--- src/rtl/uart_rx_if.sv ---
// Serial receive bundle: the line input plus the received-byte outputs.
interface uart_rx_if;
    logic       rx;
    logic [7:0] rx_data;
    logic       rx_valid;
    logic       frame_err;
    logic       busy;

    // Receiver side: samples the line, drives the results.
    modport slave  (input rx, output rx_data, output rx_valid, output frame_err, output busy);
    // Line driver side: drives the line, observes the results.
    modport master (output rx, input rx_data, input rx_valid, input frame_err, input busy);
endinterface

--- src/rtl/uart_rx.sv ---
// 8N1 UART receiver: double-flop synchronizer, start-edge detect, mid-bit
// sampling driven by a bit-period down-counter, one-cycle valid/error pulses.
module uart_rx #(
    parameter int FCLK = 100000000,
    parameter int BAUD = 115200
) (
    input  logic      clk,
    input  logic      rst_n,
    uart_rx_if.slave  bus
);
    localparam int N  = FCLK / BAUD;
    localparam int CW = $clog2(N);
    localparam logic [CW-1:0] BIT_LOAD  = CW'(N - 1);
    localparam logic [CW-1:0] HALF_LOAD = CW'(N / 2 - 1);

    typedef enum logic [1:0] {
        ST_IDLE  = 2'd0,
        ST_START = 2'd1,
        ST_DATA  = 2'd2,
        ST_STOP  = 2'd3
    } state_t;

    logic          r_sync1;
    logic          r_rxs;
    logic          r_prev_rxs;
    logic          w_fall;

    logic [CW-1:0] r_cnt;
    logic          w_cnt_zero;
    logic          w_load;
    logic [CW-1:0] w_load_val;

    state_t        r_state;
    state_t        w_state_next;

    logic [7:0]    r_shift;
    logic [2:0]    r_bitcnt;
    logic          w_shift_en;
    logic          w_bitcnt_clr;
    logic          w_valid_set;
    logic          w_ferr_set;

    logic [7:0]    r_rx_data;
    logic          r_rx_valid;
    logic          r_frame_err;

    assign w_fall     = r_prev_rxs & ~r_rxs;
    assign w_cnt_zero = (r_cnt == '0);

    // Bring the asynchronous line into the clock domain and keep a delayed copy for edge detection.
    always_ff @(posedge clk or negedge rst_n) begin
        if (!rst_n) begin
            r_sync1    <= 1'b1;
            r_rxs      <= 1'b1;
            r_prev_rxs <= 1'b1;
        end else begin
            r_sync1    <= bus.rx;
            r_rxs      <= r_sync1;
            r_prev_rxs <= r_rxs;
        end
    end

    // Bit-period counter: loads on request, otherwise counts down and parks at zero.
    always_ff @(posedge clk or negedge rst_n) begin
        if (!rst_n) begin
            r_cnt <= BIT_LOAD;
        end else if (w_load) begin
            r_cnt <= w_load_val;
        end else if (!w_cnt_zero) begin
            r_cnt <= r_cnt - 1'b1;
        end
    end

    // FSM state register.
    always_ff @(posedge clk or negedge rst_n) begin
        if (!rst_n) begin
            r_state <= ST_IDLE;
        end else begin
            r_state <= w_state_next;
        end
    end

    // Next-state and datapath control; every sample decision is taken when the counter hits zero.
    always_comb begin
        w_state_next = r_state;
        w_load       = 1'b0;
        w_load_val   = BIT_LOAD;
        w_shift_en   = 1'b0;
        w_bitcnt_clr = 1'b0;
        w_valid_set  = 1'b0;
        w_ferr_set   = 1'b0;
        case (r_state)
            ST_IDLE: begin
                // Only a fresh 1->0 transition starts a frame; a line parked low does not.
                if (w_fall) begin
                    w_load       = 1'b1;
                    w_load_val   = HALF_LOAD;
                    w_state_next = ST_START;
                end
            end
            ST_START: begin
                if (w_cnt_zero) begin
                    if (!r_rxs) begin
                        w_load       = 1'b1;
                        w_bitcnt_clr = 1'b1;
                        w_state_next = ST_DATA;
                    end else begin
                        // Line went back high before mid-start: treat as a glitch.
                        w_state_next = ST_IDLE;
                    end
                end
            end
            ST_DATA: begin
                if (w_cnt_zero) begin
                    w_shift_en = 1'b1;
                    w_load     = 1'b1;
                    if (r_bitcnt == 3'd7) begin
                        w_state_next = ST_STOP;
                    end
                end
            end
            ST_STOP: begin
                // Leave at mid-stop-bit so the next start edge is seen even with no idle gap.
                if (w_cnt_zero) begin
                    w_state_next = ST_IDLE;
                    if (r_rxs) begin
                        w_valid_set = 1'b1;
                    end else begin
                        w_ferr_set = 1'b1;
                    end
                end
            end
            default: begin
                w_state_next = ST_IDLE;
            end
        endcase
    end

    // Shift register and bit counter: LSB arrives first, so shift right into the MSB.
    always_ff @(posedge clk or negedge rst_n) begin
        if (!rst_n) begin
            r_shift  <= 8'h00;
            r_bitcnt <= 3'd0;
        end else begin
            if (w_shift_en) begin
                r_shift <= {r_rxs, r_shift[7:1]};
            end
            if (w_bitcnt_clr) begin
                r_bitcnt <= 3'd0;
            end else if (w_shift_en) begin
                r_bitcnt <= r_bitcnt + 3'd1;
            end
        end
    end

    // Registered result pulses; the data register only moves on a good stop bit.
    always_ff @(posedge clk or negedge rst_n) begin
        if (!rst_n) begin
            r_rx_data   <= 8'h00;
            r_rx_valid  <= 1'b0;
            r_frame_err <= 1'b0;
        end else begin
            r_rx_valid  <= w_valid_set;
            r_frame_err <= w_ferr_set;
            if (w_valid_set) begin
                r_rx_data <= r_shift;
            end
        end
    end

    assign bus.rx_data   = r_rx_data;
    assign bus.rx_valid  = r_rx_valid;
    assign bus.frame_err = r_frame_err;
    assign bus.busy      = (r_state != ST_IDLE);

endmodule

--- src/flat_wrapper.sv ---
// flat-port wrapper written by rule: the top's interface ports become plain ports
module uart_rx_flat 
#(
    parameter int FCLK = 100000000,
    parameter int BAUD = 115200
)
  (clk, rst_n, bus_rx, bus_rx_data, bus_rx_valid, bus_frame_err, bus_busy);
  uart_rx_if bus_i ();
  input  logic clk;
  input  logic rst_n;
  input wire logic [$bits(bus_i.rx)-1:0] bus_rx;
  output wire logic [$bits(bus_i.rx_data)-1:0] bus_rx_data;
  output wire logic [$bits(bus_i.rx_valid)-1:0] bus_rx_valid;
  output wire logic [$bits(bus_i.frame_err)-1:0] bus_frame_err;
  output wire logic [$bits(bus_i.busy)-1:0] bus_busy;
  assign bus_i.rx = bus_rx;
  assign bus_rx_data = bus_i.rx_data;
  assign bus_rx_valid = bus_i.rx_valid;
  assign bus_frame_err = bus_i.frame_err;
  assign bus_busy = bus_i.busy;
  uart_rx #(.FCLK(FCLK), .BAUD(BAUD)) u_core (.clk(clk), .rst_n(rst_n), .bus(bus_i));
endmodule
--- config.mk ---
export PLATFORM = sky130hd
export DESIGN_NAME = uart_rx_flat
export DESIGN_NICKNAME = d
export VERILOG_FILES = /design/src/rtl/uart_rx_if.sv /design/src/rtl/uart_rx.sv /design/src/flat_wrapper.sv
export SDC_FILE = /design/constraint.sdc
export NUM_CORES = 1
export LEC_CHECK = 0
export ABC_AREA = 1
export CORE_MARGIN = 2
export CORE_UTILIZATION = 50
export DETAILED_ROUTE_END_ITERATION = 10
export PLACE_DENSITY = 0.7
export SYNTH_ARGS = -nofsm -noshare
export SYNTH_HDL_FRONTEND = slang
export SYNTH_SLANG_ARGS = --single-unit
--- constraint.sdc ---
create_clock -name clk -period 4.3 [get_ports clk]
set_input_delay 0.645 -clock clk [delete_from_list [all_inputs] [get_ports clk]]
set_output_delay 0.645 -clock clk [all_outputs]
set_load 0.05 [all_outputs]
==> results.cfg <==
[power_and_ir_drop]
p_int_uw = 572
switching_share = 0.372
power_leakage_uw = 0.000943
power_density_mw_per_mm2 = 465
pwr-share-clk = 0.205
seqPwrFrac = 0.503
combPwrFrac = 0.292
vdd_drop_max_mv = 0.184
switchingPower_uw = 339

[clocking]
h-tree-depth = 2
clock_path_buffers = 2
numCtsBuffers = 5
ctsHoldBuffers = 0
cts_root_buf = clkbuf_4
post_cts_buffers = 0
clk_pin_slew_ns = 0.11
clock_latency_ns = 0.35
cts_sinks = 36
cts_tree = built
cts_resized = 0

[worst_setup_path]
r2r_start = u_core.r_cnt[0]
worst-setup-path-type = register to output pin
crit_fanout = 6
reg2reg_setup_slack_ns = 2.57
rr_endpoint = u_core.bus.rx_data[5]
worstPathArrival_ns = 1.90
cp-end-kind = output pin
cp-start-kind = register
r2r.worst_path.cells = 7
critPathRequiredTime_ns = 3.65

[layout]
layout_commonest_cell = nand2_1
drive_gt1_frac = 0.186
layout_common_cells = nand2_1, dfrtp_1, inv_1, nor2_1, clkdlybuf4s50_1
final_cells = 250
synthToLayoutAreaGrowth_pct = 13.6
seqCellArea_sq_um = 912
fillCellCount = 318
stdcell_area_sq_mm = 0.00196
multi_input_area_sq_um = 717
diodes = 0
num-nets-final = 210

[floorplan]
placement_rows = 21
core-area_sq_mm = 0.00334
fp.dieW_um = 62.8
initial_core_util = 0.517
die_area_sq_mm = 0.00394
num_io_pins = 14
die_y_um = 62.8

[timing]
post-route-min-period_ns = 2.54
rsz0062_at_grt = false
worst_pin_slew_ns = 0.503
hold_violations = 0
layout_setup_ws_ns = 1.76
report.final.slew_viol_count = 0
min_period_over_period = 0.591
finalClockSkew_ns = 0.0138
setup_tns_ns = 0
fmax_mhz = 393
relSlewSlack = 0.663
setup_violations = 0

[logic_synthesis]
synth-compound-area-share = 0.0870
syn_area_per_cell_sq_um = 9.38
syn_inst = 184
synth_area_sq_mm = 0.00173
yosys_register_bits = 36
yosysSeqAreaShare = 0.528
synth-simple-area-share = 0.264
ys_types = 26
synth_top_family_by_area = simple AND/OR/NAND/NOR gates
synthAdderAreaFrac = 0.0290
synth_xor_area_frac = 0.0355
yosys_warnings = 0
yosys-mux-area-fraction = 0
synth_fp_nets = 191

[run_status]
status = finished, final reports clean

[grt]
grt_overflow_total = 0
grt_pass1_wl_um = 5500
track_usage = 0.180
first_global_vias = 1235
grt_max_degree = 37
antenna_found_initial = 0

[placement]
dp_hpwl_um = 2210
place_inst = 242
gp_congestion = 0.882
dp_slack_ns = 2.16
port_buffers = 13
placed_area_sq_mm = 0.00190

[route]
post_drt_wl_per_cell_um = 12.0
drt_first_iter_violations = 55
drt_wl_total_um = 3000
drc = 0
dr.pass1.iters = 4
ant_nets = 0
vias = 1267
via_per_inst = 5.07

[hold_path]
hold_class = register to register
min_to = u_core.r_rxs
hold_depth = 0
hp-start = u_core.r_sync1

[job]
maxCapViolations = 0
## layer usage
| metal | vias up | wire (um) | track usage |
|---|---|---|---|
| li1 | 628 | - | - |
| met5 | - | 0 | 0 |
| met4 | 0 | 53 | 0.0722 |
| met1 | 613 | 1390 | 0.228 |
| met3 | 6 | 116 | 0.0649 |
| met2 | 20 | 1440 | 0.281 |
## kinds of logic after synthesis
kind of cell	count (synthesis)
compound gates	22
xor+xnor	7
fa+ha+maj	4
buf+inv	22
flops	36
simple gates	93
## cells in the mapped netlist
cell,n,area share
nand2_2,4,0.014
nand4_4,1,0.012
nand2_1,45,0.098
nor2_1,20,0.043
nor4_1,1,0.0036
dfstp_2,9,0.14
o21ai_4,1,0.0094
inv_1,20,0.043
o21bai_1,1,0.0043
nand4_1,4,0.014
nor2_8,1,0.012
nor2_4,1,0.0065
xor2_1,5,0.025
nor3_1,2,0.0058
a21oi_1,3,0.0087
nand3_4,1,0.010
nand2_4,1,0.0065
o21ai_1,3,0.0087
nor2_2,3,0.011
buf_6,2,0.013
nand3_1,9,0.026
dfrtp_1,27,0.39
o21ai_2,7,0.036
o21ai_0,7,0.020
ha_1,4,0.029
xnor2_1,2,0.010
## power by group through the flow
stage	Sequential, uW	Clock, uW	Combinational (uW)
floorplan	452	0	207
global placement	458	0	254
detailed placement	465	0	265
CTS	458	193	267
global route	467	211	301
finish	459	186	266
## sequential cells by signal, summed over array words and instances (netlist names), named ones only
register              flops
u_core.bus.frame_err      1
u_core.bus.rx_data        8
u_core.bus.rx_valid       1
u_core.r_bitcnt           3
u_core.r_cnt             10
u_core.r_prev_rxs         1
u_core.r_rxs              1
u_core.r_shift            8
u_core.r_state            1
u_core.r_sync1            1
## stage by stage
step | hold WS [ns] | total power [uW] | util
2_1_floorplan | 0.345 | 660 | -
3_3_place_gp | 0.348 | 712 | 0.569
3_5_place_dp | 0.348 | 730 | 0.569
4_1_cts | 0.362 | 918 | 0.588
5_1_grt | 0.368 | 979 | 0.588
6_report | 0.360 | 911 | 0.588
## worst max-delay path by stage
stage                                  from  endpoint  slack, ns
after detailed placement  u_core.r_state[0]  bus_busy       2.16
after global routing      u_core.r_state[0]  bus_busy       1.69
after floorplan           u_core.r_state[0]  bus_busy       2.75
final                     u_core.r_state[0]  bus_busy       1.76
after global placement    u_core.r_state[0]  bus_busy       2.22
after CTS                 u_core.r_state[0]  bus_busy       1.77
## critical path, stage by stage, from the launching register on
cell             delay, ns
dfrtp_1               0.50
inv_1                 0.13
nand2_1               0.11
clkdlybuf4s50_1       0.81
## layout make-up
type                    count  area share
flip-flops and latches     36       0.465
well taps                  46      0.0294
clock buffers               6      0.0262
repair buffers             14      0.0702
clock inverters             2     0.00511
multi-input cells         126       0.366
inverters                  20      0.0383
Note: power is estimated with default switching activity, not from simulation.
==> RTL change, RTL diff (same flow settings) <==
Encoding of `state_t`: now one-hot (4 bits for 4 states).
--- a/src/rtl/uart_rx.sv
+++ b/src/rtl/uart_rx.sv
@@ -13,11 +13,11 @@
     localparam logic [CW-1:0] BIT_LOAD  = CW'(N - 1);
     localparam logic [CW-1:0] HALF_LOAD = CW'(N / 2 - 1);
 
-    typedef enum logic [1:0] {
-        ST_IDLE  = 2'd0,
-        ST_START = 2'd1,
-        ST_DATA  = 2'd2,
-        ST_STOP  = 2'd3
+    typedef enum logic [3:0] {
+        ST_IDLE  = 4'b0001,
+        ST_START = 4'b0010,
+        ST_DATA  = 4'b0100,
+        ST_STOP  = 4'b1000
     } state_t;
 
     logic          r_sync1;
Function: same outputs for any inputs over 10 cycles, from zero or initial values and one cycle with rst_n low; not proved beyond that.
==> RTL change against the original RTL <==
  * Final area grew 9.4%
  * Sequential cell count grew 2
  * First-iteration DRC count rose by 11%
  * Critical path depth rose by 1
  * Maximum frequency up 6.7%
  * Register-to-register slack worse by 0.12 ns
  * Routed wire length rose by 12%
  * Non-clock buffer count fell by 1
  * Count of clock-buffer cells in the layout unchanged
  * Clock power up 61%
  * Global-route usage increased by 1.0 points
  * Setup slack better by 0.16 ns
  * Total power up 27%
  * Area after synthesis increased by 8.8%
  * Critical endpoint unchanged
==> RTL change: results <==
metrics = {
    "power_and_ir_drop": {
        "seq_power_w": 0.000492,
        "ir_worst_vdd_mv": 0.2479,
        "p_leak_nw": 1.019,
        "pwr_density_cell_nw_per_um2": 537.5,
        "power.switching_w": 0.0004141,
    },
    "global_routing": {
        "grt_pass1_wl_mm": 6.154,
        "grt_max_degree": 39,
        "grt_pass1_vias": 1326,
        "grt_usage_pct": 18.99,
    },
    "setup_path": {
        "critPathArrivalTime_ns": 1.74,
        "startpoint": "u_core.r_state[0]$_DFFE_PN1P_",
        "r2r_end": "u_core.r_bitcnt[1]$_DFFE_PN0P_",
    },
    "placement": {
        "hpwl_mm": 2.428,
        "place_inst": 267,
    },
    "synth": {
        "syn_nets": 216,
        "synthAdderAreaFrac_pct": 2.665,
        "syn_inst": 209,
        "synth_area_leaders": "dfrtp_1 (37%), dfstp_2 (14%), nand2_1 (9.2%)",
    },
    "routing": {
        "wl_met2_mm": 1.548,
        "vias_per_cell": 4.873,
        "met1Wirelength_mm": 1.604,
        "wl_per_cell_um": 12.24,
    },
    "final_layout": {
        "fillers": 338,
        "finalNetCount": 233,
    },
    "status": {
        "status": "finished clean",
    },
    "sta": {
        "relSlewSlack_pct": 44.46,
    },
    "clocking": {
        "clk_latency_ns": 0.29,
    },
}
==> RTL change: cell types whose count changed after synthesis, moves of 2 or more <==
| cell | change |
|---|---|
| nand3_1 | +4 |
| or2_2 | +2 |
| nor2_1 | -2 |
| o21ai_0 | +9 |
| nand2_2 | -2 |
| inv_2 | +4 |
| nand3_2 | +3 |
| nand4_1 | -3 |
| inv_1 | +6 |
| nor2_2 | -2 |
| nor2_4 | +3 |
==> RTL change: worst min-delay path by stage <==
stage	endpoint	slack [ns]	cells after the start
2_1_floorplan	u_core.bus.frame_err$_DFF_PN0_	0.35	0
3_3_place_gp	u_core.r_rxs$_DFF_PN1_	0.35	0
3_5_place_dp	u_core.r_rxs$_DFF_PN1_	0.35	0
4_1_cts	u_core.r_rxs$_DFF_PN1_	0.36	0
5_1_grt	u_core.r_rxs$_DFF_PN1_	0.37	0
6_report	u_core.r_rxs$_DFF_PN1_	0.36	0
==> RTL change: cells by family (layout without fill, tap and decap cells) <==
family / after synthesis / count (layout)
and+or+nand+nor: 96 / 96
DFF: 38 / 38
AOI/OAI and AO/OA: 33 / 33
buffers and inverters: 33 / 51
xor gates and xnor gates: 5 / 5
adders and majority gates: 4 / 4
==> RTL change: area by class of cell <==
| type | count | share of cell area, % |
|---|---|---|
| clock buffer | 6 | 3.382 |
| sequential | 38 | 44.90 |
| multi-input combinational | 138 | 36.09 |
| timing repair buffer | 13 | 5.831 |
| tap | 48 | 2.799 |
| inverter | 30 | 5.248 |
| clock inverter | 2 | 1.749 |
==> RTL change: stage by stage <==
step | cell area, µm² | setup WS, ns
after floorplan | 1878 | 2.649
after global placement | 2036 | 2.238
after detailed placement | 2036 | 2.219
after CTS | 2146 | 1.902
after global routing | 2146 | 1.799
final | 2146 | 1.917
